--- src/rtl/lcd_seq_pkg.sv ---
`default_nettype none
// ============================================================================
// Module      : lcd_seq_pkg
// Description : Shared types for the SPI LCD command sequencer: entry opcodes,
//               sequencer FSM states and a small opcode classification helper.
// Revision    : 1.0 - initial release
// ============================================================================
package lcd_seq_pkg;

  // Entry opcodes as carried on the 2-bit i_op field.
  typedef enum logic [1:0] {
    OP_CMD   = 2'd0,
    OP_DATA  = 2'd1,
    OP_DELAY = 2'd2,
    OP_RESET = 2'd3
  } lcd_op_t;

  // Sequencer states. Only ST_IDLE accepts new entries.
  typedef enum logic [2:0] {
    ST_IDLE  = 3'd0,
    ST_SHIFT = 3'd1,
    ST_GAP   = 3'd2,
    ST_WAIT  = 3'd3,
    ST_RSTP  = 3'd4
  } lcd_state_t;

  // True for opcodes that put a byte on the SPI wires.
  function automatic logic is_byte_op(input lcd_op_t op);
    return (op == OP_CMD) || (op == OP_DATA);
  endfunction

endpackage
`default_nettype wire

--- src/rtl/lcd_seq_ctrl_if.sv ---
`default_nettype none
// ============================================================================
// Module      : lcd_seq_ctrl_if
// Description : Entry handshake between the CPU-side front end (master) and
//               the LCD sequencer (slave).
//   i_op    [1:0] opcode (CMD/DATA/DELAY/RESET)
//   i_arg   [7:0] byte to send or delay tick count
//   i_valid       entry valid
//   o_ready       sequencer can accept an entry
//   o_busy        inverse of o_ready
// Revision    : 1.0 - initial release
// ============================================================================
interface lcd_seq_ctrl_if;

  logic [1:0] i_op;
  logic [7:0] i_arg;
  logic       i_valid;
  logic       o_ready;
  logic       o_busy;

  modport master (
    output i_op,
    output i_arg,
    output i_valid,
    input  o_ready,
    input  o_busy
  );

  modport slave (
    input  i_op,
    input  i_arg,
    input  i_valid,
    output o_ready,
    output o_busy
  );

endinterface
`default_nettype wire

--- src/rtl/lcd_spi_shifter.sv ---
`default_nettype none
// ============================================================================
// Module      : lcd_spi_shifter
// Description : Mode-0 SPI byte shifter, MSB first. Each bit lasts
//               2*SCLK_DIV cycles: SCLK rises after SCLK_DIV cycles and falls
//               after a further SCLK_DIV cycles; MOSI advances on falling
//               edges. After the 8th falling edge SCLK and MOSI rest at 0.
//   clk, rst   core clock, asynchronous active-high reset
//   start_i    load byte_i and begin shifting (first bit visible next cycle)
//   byte_i     byte to send
//   done_o     high in the cycle whose closing edge is the 8th SCLK fall
//   sclk_o     SPI clock (registered)
//   mosi_o     SPI data (registered)
// Revision    : 1.0 - initial release
// ============================================================================
module lcd_spi_shifter #(
  parameter int SCLK_DIV = 2
) (
  input  logic       clk,
  input  logic       rst,
  input  logic       start_i,
  input  logic [7:0] byte_i,
  output logic       done_o,
  output logic       sclk_o,
  output logic       mosi_o
);

  localparam int               c_DW       = (SCLK_DIV > 1) ? $clog2(SCLK_DIV) : 1;
  localparam logic [c_DW-1:0]  c_DIV_LOAD = c_DW'(SCLK_DIV - 1);

  logic            active_q;
  logic            sclk_q;
  // mosi_q is the top bit of the byte; sreg_q holds the remaining 7 bits.
  logic            mosi_q;
  logic [6:0]      sreg_q;
  logic [2:0]      bit_q;
  logic [c_DW-1:0] div_q;

  logic            half_end;

  assign half_end = (div_q == '0);

  // Combinational so the controller can change CS on the same edge as the
  // final SCLK fall.
  assign done_o = active_q & sclk_q & half_end & (bit_q == 3'd7);

  always_ff @(posedge clk or posedge rst) begin
    if (rst) begin
      active_q <= 1'b0;
      sclk_q   <= 1'b0;
      mosi_q   <= 1'b0;
      sreg_q   <= '0;
      bit_q    <= '0;
      div_q    <= '0;
    end else if (start_i) begin
      active_q <= 1'b1;
      sclk_q   <= 1'b0;
      mosi_q   <= byte_i[7];
      sreg_q   <= byte_i[6:0];
      bit_q    <= '0;
      div_q    <= c_DIV_LOAD;
    end else if (active_q) begin
      if (half_end) begin
        div_q <= c_DIV_LOAD;
        if (!sclk_q) begin
          sclk_q <= 1'b1;
        end else begin
          sclk_q <= 1'b0;
          if (bit_q == 3'd7) begin
            active_q <= 1'b0;
            mosi_q   <= 1'b0;
          end else begin
            bit_q  <= bit_q + 3'd1;
            mosi_q <= sreg_q[6];
            sreg_q <= {sreg_q[5:0], 1'b0};
          end
        end
      end else begin
        div_q <= div_q - c_DW'(1);
      end
    end
  end

  assign sclk_o = sclk_q;
  assign mosi_o = mosi_q;

endmodule
`default_nettype wire

--- src/rtl/lcd_seq_ctrl.sv ---
`default_nettype none
// ============================================================================
// Module      : lcd_seq_ctrl
// Description : Command sequencer for the SPI LCD panel. Consumes 10-bit
//               entries (opcode + argument) over a valid/ready handshake and
//               produces command/data bytes with DC, timed delays and timed
//               panel reset pulses.
//   clk, rst      core clock, asynchronous active-high reset
//   bus (slave)   i_op, i_arg, i_valid, o_ready, o_busy
//   o_lcd_sclk    SPI clock, mode 0
//   o_lcd_mosi    SPI data, MSB first
//   o_lcd_cs_n    panel chip select, active low
//   o_lcd_dc      0 = command, 1 = data
//   o_lcd_rst     panel reset, active low (held low out of reset)
// Revision    : 1.0 - initial release
// ============================================================================
module lcd_seq_ctrl #(
  parameter int SCLK_DIV   = 2,
  parameter int DELAY_UNIT = 12_500
) (
  input  logic           clk,
  input  logic           rst,
  lcd_seq_ctrl_if.slave  bus,
  output logic           o_lcd_sclk,
  output logic           o_lcd_mosi,
  output logic           o_lcd_cs_n,
  output logic           o_lcd_dc,
  output logic           o_lcd_rst
);

  import lcd_seq_pkg::*;

  localparam int c_CW = $clog2(255 * DELAY_UNIT + 1);

  lcd_state_t      state_q, state_d;
  logic            ready_q, ready_d;
  logic            dc_q, dc_d;
  logic            cs_n_q, cs_n_d;
  logic            lrst_q, lrst_d;
  logic [c_CW-1:0] cnt_q, cnt_d;

  logic            shift_start;
  logic            shift_done;
  lcd_op_t         op;
  logic [c_CW-1:0] ticks;

  assign op    = lcd_op_t'(bus.i_op);
  assign ticks = c_CW'(bus.i_arg) * c_CW'(DELAY_UNIT);

  lcd_spi_shifter #(
    .SCLK_DIV (SCLK_DIV)
  ) u_shifter (
    .clk     (clk),
    .rst     (rst),
    .start_i (shift_start),
    .byte_i  (bus.i_arg),
    .done_o  (shift_done),
    .sclk_o  (o_lcd_sclk),
    .mosi_o  (o_lcd_mosi)
  );

  always_ff @(posedge clk or posedge rst) begin
    if (rst) begin
      state_q <= ST_IDLE;
      ready_q <= 1'b1;
      dc_q    <= 1'b0;
      cs_n_q  <= 1'b1;
      lrst_q  <= 1'b0;
      cnt_q   <= '0;
    end else begin
      state_q <= state_d;
      ready_q <= ready_d;
      dc_q    <= dc_d;
      cs_n_q  <= cs_n_d;
      lrst_q  <= lrst_d;
      cnt_q   <= cnt_d;
    end
  end

  // The counter holds "cycles remaining minus one": a state exits on the edge
  // after the counter reads zero, giving exactly N cycles for a load of N-1.
  always_comb begin
    state_d     = state_q;
    dc_d        = dc_q;
    cs_n_d      = cs_n_q;
    lrst_d      = lrst_q;
    cnt_d       = cnt_q;
    shift_start = 1'b0;

    unique case (state_q)
      ST_IDLE: begin
        if (bus.i_valid && ready_q) begin
          if (is_byte_op(op)) begin
            state_d     = ST_SHIFT;
            dc_d        = bus.i_op[0];
            cs_n_d      = 1'b0;
            shift_start = 1'b1;
          end else if (op == OP_DELAY) begin
            state_d = ST_WAIT;
            cnt_d   = (bus.i_arg == 8'd0) ? '0 : ticks - c_CW'(1);
          end else begin
            // A zero-length reset request still produces one delay unit.
            state_d = ST_RSTP;
            lrst_d  = 1'b0;
            cnt_d   = (bus.i_arg == 8'd0) ? c_CW'(DELAY_UNIT - 1)
                                          : ticks - c_CW'(1);
          end
        end
      end
      ST_SHIFT: begin
        if (shift_done) begin
          state_d = ST_GAP;
          cs_n_d  = 1'b1;
        end
      end
      ST_GAP: begin
        state_d = ST_IDLE;
      end
      ST_WAIT: begin
        if (cnt_q == '0) begin
          state_d = ST_IDLE;
        end else begin
          cnt_d = cnt_q - c_CW'(1);
        end
      end
      ST_RSTP: begin
        if (cnt_q == '0) begin
          state_d = ST_IDLE;
          lrst_d  = 1'b1;
        end else begin
          cnt_d = cnt_q - c_CW'(1);
        end
      end
      default: begin
        state_d = ST_IDLE;
      end
    endcase
  end

  assign ready_d     = (state_d == ST_IDLE);

  assign bus.o_ready = ready_q;
  assign bus.o_busy  = ~ready_q;
  assign o_lcd_cs_n  = cs_n_q;
  assign o_lcd_dc    = dc_q;
  assign o_lcd_rst   = lrst_q;

endmodule
`default_nettype wire
--- src/flat_wrapper.sv ---
// flat-port wrapper written by rule: the top's interface ports become plain ports
module lcd_seq_ctrl_flat import lcd_seq_pkg::*;
#(
  parameter int SCLK_DIV   = 2,
  parameter int DELAY_UNIT = 12_500
)
  (clk, rst, o_lcd_sclk, o_lcd_mosi, o_lcd_cs_n, o_lcd_dc, o_lcd_rst, bus_i_op, bus_i_arg, bus_i_valid, bus_o_ready, bus_o_busy);
  lcd_seq_ctrl_if bus_i ();
  input  logic clk;
  input  logic rst;
  output logic o_lcd_sclk;
  output logic o_lcd_mosi;
  output logic o_lcd_cs_n;
  output logic o_lcd_dc;
  output logic o_lcd_rst;
  input wire logic [$bits(bus_i.i_op)-1:0] bus_i_op;
  input wire logic [$bits(bus_i.i_arg)-1:0] bus_i_arg;
  input wire logic [$bits(bus_i.i_valid)-1:0] bus_i_valid;
  output wire logic [$bits(bus_i.o_ready)-1:0] bus_o_ready;
  output wire logic [$bits(bus_i.o_busy)-1:0] bus_o_busy;
  assign bus_i.i_op = bus_i_op;
  assign bus_i.i_arg = bus_i_arg;
  assign bus_i.i_valid = bus_i_valid;
  assign bus_o_ready = bus_i.o_ready;
  assign bus_o_busy = bus_i.o_busy;
  lcd_seq_ctrl #(.SCLK_DIV(SCLK_DIV), .DELAY_UNIT(DELAY_UNIT)) u_core (.clk(clk), .rst(rst), .bus(bus_i), .o_lcd_sclk(o_lcd_sclk), .o_lcd_mosi(o_lcd_mosi), .o_lcd_cs_n(o_lcd_cs_n), .o_lcd_dc(o_lcd_dc), .o_lcd_rst(o_lcd_rst));
endmodule
--- config.mk ---
export PLATFORM = sky130hd
export DESIGN_NAME = lcd_seq_ctrl_flat
export DESIGN_NICKNAME = d
export VERILOG_FILES = /design/src/rtl/lcd_seq_pkg.sv /design/src/rtl/lcd_seq_ctrl_if.sv /design/src/rtl/lcd_spi_shifter.sv /design/src/rtl/lcd_seq_ctrl.sv /design/src/flat_wrapper.sv
export SDC_FILE = /design/constraint.sdc
export NUM_CORES = 1
export LEC_CHECK = 0
export BUFFER_PORTS_ARGS = -buffer_cell sky130_fd_sc_hd__buf_4
export CAP_MARGIN = 20
export CORE_ASPECT_RATIO = 2
export CORE_MARGIN = 2
export CORE_UTILIZATION = 35
export CTS_BUF_LIST = sky130_fd_sc_hd__clkbuf_4 sky130_fd_sc_hd__clkbuf_8
export DETAILED_ROUTE_END_ITERATION = 6
export PLACE_DENSITY = 0.51
export SKIP_CTS_REPAIR_TIMING = 1
export SLEW_MARGIN = 20
export SYNTH_ARGS = -nofsm -noshare
export SYNTH_HDL_FRONTEND = slang
export SYNTH_SLANG_ARGS = --single-unit
--- constraint.sdc ---
create_clock -name clk -period 6.8 [get_ports clk]
set_input_delay 0.34 -clock clk [delete_from_list [all_inputs] [get_ports clk]]
set_output_delay 0.34 -clock clk [all_outputs]
set_load 0.03 [all_outputs]
==> results by group <==
Global routing
  • Vias in the first global route: 3700
  • Total gr overflow: 0
  • Initial antenna violation count: 0
  • Global-route wire length before repair: 18610 um
  • Total GRT Usage: 0.1715
  • Pin count of the biggest net entering global routing: 44

Synth
  • Flops & latches, synth: 43
  • Cell area after synthesis: 4350 um^2
  • Share of flip-flops with an asynchronous set or reset after synthesis: 1.000
  • Mapped Cells: 495
  • Avg Inst Size Synth: 8.789 um^2
  • Top FF cell, synth: dfrtp_1
  • Number of synthesized flops with an enable pin: 0
  • Syn_nets: 581
  • Post-synthesis cell type count: 61
  • Sequential fraction of the synthesis area: 0.2479
  • Synth warnings: 0

STA
  • Final period util: 0.6676
  • Fmax: 0.2203 GHz
  • Slew @ Worst Pin: 934.7 ps
  • Fin crit period: 4540 ps
  • Hold Vio Cnt, Final: 0
  • Unrepaired setup endpoints after global routing: no
  • Setup violators final: 0
  • Slew Limit Fails: 0
  • Skew final: 13.58 ps
  • Hold slack final: 159.3 ps
  • Max_slew headroom: 0.3769
  • Setup TNS: 0 ps

Pwr
  • VDD IR max: 135.5 uV
  • Clock share of power: 0.202
  • Switch share: 0.4293
  • Net Switching: 440.6 uW
  • Comb pwr share: 0.549
  • Int Pwr: 585.7 uW
  • Leakage: 0.001970 uW
  • Seq pwr share: 0.249
  • PwrDens: 217.6 nW/um^2

Route
  • Drt first-iter violations: 156
  • Routed WL: 11530 um
  • Drt drc: 0
  • Routed WL per cell: 17.63 um
  • Drt pass-1 iters: 5
  • Vias post-DR: 3737
  • DRT antenna net count: 0
  • Vias per Instance: 5.714

Finish
  • ANT cells: 0
  • Reg area: 1079 um^2
  • Layout area overhead: 8.427%
  • # fillers: 1267
  • Final Net Count: 592
  • Share of post-route cells with drive strength above 1: 0.1045
  • Multi-input gate area: 3098 um^2

Critical path
  • Most frequent cell on the critical path: ha_1
  • CP Data Arrival Time: 4730 ps
  • Worst Path Max Fanout: 7
  • Slowest-stage cell, CP: or4b_1
  • Critical Path, Cell by Cell: buf_4 > ha_1 > ha_1 > inv_1 > fa_1 > inv_1 > fa_1 > ha_1 > a211oi_2 > o21ai_2 > a2111oi_0 > o21ai_1 > o311ai_2 > nand4_2 > or4b_1 > xnor2_1 > o21ai_1
  • Max stage delay on crit path: 580 ps
  • Setup CP Type: in -> reg
  • CP bufs+invs: 3
  • Required @ worst endpoint: 6990 ps
  • Crit-path leading delay family: adder cells
  • Critical path capture point type: flop
  • Startpoint types: input port

Floorplanning
  • Die Wd: 82.84 um
  • # rows: 57
  • Die ar.: 13390 um^2
  • Chip Height: 161.7 um
  • Core Area: 12120 um^2
  • Initial core utilization: 0.3588
  • Ports: 20

Run
  • Max cap viols: 0

CTS
  • CTS tree: done
  • H-tree levels: 2
  • CTS clk-pin slew, worst paths: 100 ps
  • Clock sink count: 43
  • Clk root buf: clkbuf_8
  • CTS Buf Count: 5
  • Worst-Skew Late Latency: 310 ps
  • Longest Clk Path Bufs: 2

Status
  • Status: finished, final reports clean

Hold path
  • Min-delay worst type: in -> async

Placed design
  • IO Port Bufs: 19
  • Gpl congestion: 0.8274
  • DP HPWL: 9285 um
==> layout by cell type, fill, tap and decap left out, drive strengths merged, types with 2 or more instances in the layout <==
| master | Yosys | routed |
|---|---|---|
| a2111oi | 4 | 4 |
| a211oi | 4 | 4 |
| a21o | 6 | 6 |
| a21oi | 38 | 38 |
| a22o | 5 | 5 |
| a31oi | 2 | 2 |
| and2 | 3 | 3 |
| and3 | 2 | 2 |
| buf | 4 | 21 |
| clkbuf | 13 | 5 |
| clkinv | 0 | 3 |
| dfrtp | 41 | 41 |
| dfstp | 2 | 2 |
| fa | 12 | 12 |
| ha | 61 | 61 |
| inv | 23 | 22 |
| mux2i | 6 | 6 |
| nand2 | 42 | 42 |
| nand2b | 4 | 4 |
| nand3 | 13 | 13 |
| nand3b | 5 | 5 |
| nand4 | 5 | 5 |
| nor2 | 45 | 45 |
| nor2b | 3 | 3 |
| nor3 | 22 | 22 |
| nor3b | 5 | 5 |
| nor4 | 7 | 7 |
| o211ai | 2 | 2 |
| o21ai | 49 | 49 |
| o221ai | 5 | 5 |
| o22ai | 4 | 4 |
| o31ai | 2 | 2 |
| o32ai | 3 | 3 |
| or3 | 6 | 6 |
| or4 | 2 | 2 |
| or4b | 2 | 2 |
| xnor2 | 22 | 22 |
| xor2 | 10 | 10 |
==> synth_stat cells (12+ instances only) <==
library cell,instances,area [um^2]
ha_1,61,763.2
o21ai_0,45,225.2
nor2_1,44,165.2
nand2_1,42,157.7
dfrtp_1,41,1026
a21oi_1,36,180.2
inv_1,23,86.33
xnor2_1,22,192.7
nor3_1,21,105.1
clkbuf_1,13,48.80
nand3_1,13,65.06
fa_1,12,240.2
==> per-layer routing <==
layer | track usage | vias to the layer above | wire length (um)
li1 | - | 1818 | -
met4 | 0.07675 | 0 | 351
met1 | 0.1707 | 1846 | 4220
met5 | 0 | - | 0
met3 | 0.009654 | 19 | 168
met2 | 0.3523 | 54 | 6789
==> area by class of cell <==
class,instances,area share
Tap cell,147,0.03899
Inverter,23,0.01830
Clock buffer,5,0.01459
Sequential cell,43,0.2286
Timing Repair Buffer,21,0.03342
Multi-Input combinational cell,412,0.6568
Clock inverter,3,0.009284
==> cells by family after synthesis <==
logic type,after synthesis,synth area share
multiplexers,7,0.01639
AND/OR/NAND/NOR,170,0.2056
AO/OA/AOI/OAI,130,0.1950
adder cells (fa/ha/maj),73,0.2307
buffers and inverters,40,0.03998
flip-flops,43,0.2479
XOR/XNOR,32,0.06442
==> path summary, 6_finish.rpt <==
kind | start | end | slack [ps] | depth (start not counted)
max in group asynchronous | rst | u_core.cnt_q[10] | 6220 | 3
setup reg to reg | u_core.cnt_q[13] | u_core.cnt_q[15] | 3460 | 8
hold / removal | rst | u_core.u_shifter.div_q | 160 | 3
setup / recovery | bus_i_arg[2] | u_core.cnt_q[21] | 2260 | 17
min in group clk | bus_i_op[0] | u_core.o_lcd_dc | 280 | 2
hold reg to reg | u_core.o_lcd_cs_n | u_core.o_lcd_cs_n | 500 | 2
==> state kept, by name, indices dropped and copies added, names as in the netlist <==
register / count
u_core.o_lcd_cs_n: 1
u_core.bus.o_ready: 1
u_core.u_shifter.sreg_q: 7
u_core.u_shifter.bit_q: 3
u_core.u_shifter.div_q: 1
u_core.o_lcd_rst: 1
u_core.u_shifter.active_q: 1
u_core.o_lcd_dc: 1
u_core.state_q: 3
u_core.cnt_q: 22
u_core.u_shifter.sclk_o: 1
u_core.u_shifter.mosi_o: 1
==> through the flow <==
| stage | total power (uW) | std cells | setup slack, ps | utilization | cell area (um^2) |
|---|---|---|---|---|---|
| final | 1026 | 654 | 2260 | 0.3891 | 4717 |
| after global routing | 1103 | 654 | 1894 | 0.3891 | 4717 |
| after CTS | 1038 | 654 | 2250 | 0.3891 | 4717 |
| after detailed placement | 822.9 | 646 | 1933 | 0.3798 | 4604 |
| after global placement | 819.7 | 646 | 1981 | 0.3798 | 4604 |
| after floorplan | 694.7 | 495 | 2444 | - | 4350 |
==> worst reg2reg max path, delay by kind of cell, from the launching register on <==
family	cells	cell delay, ps
flops	1	460
simple gates	7	2550
compound gates	1	180
==> power by group through the flow <==
stage	clock [uW]	combinational (uW)	sequential, uW
after global routing	223	624	256
after detailed placement	0	562	261
final	208	563	256
after CTS	216	567	256
after floorplan	0	434	261
after global placement	0	559	261
Power figures use the tool's default switching activity.
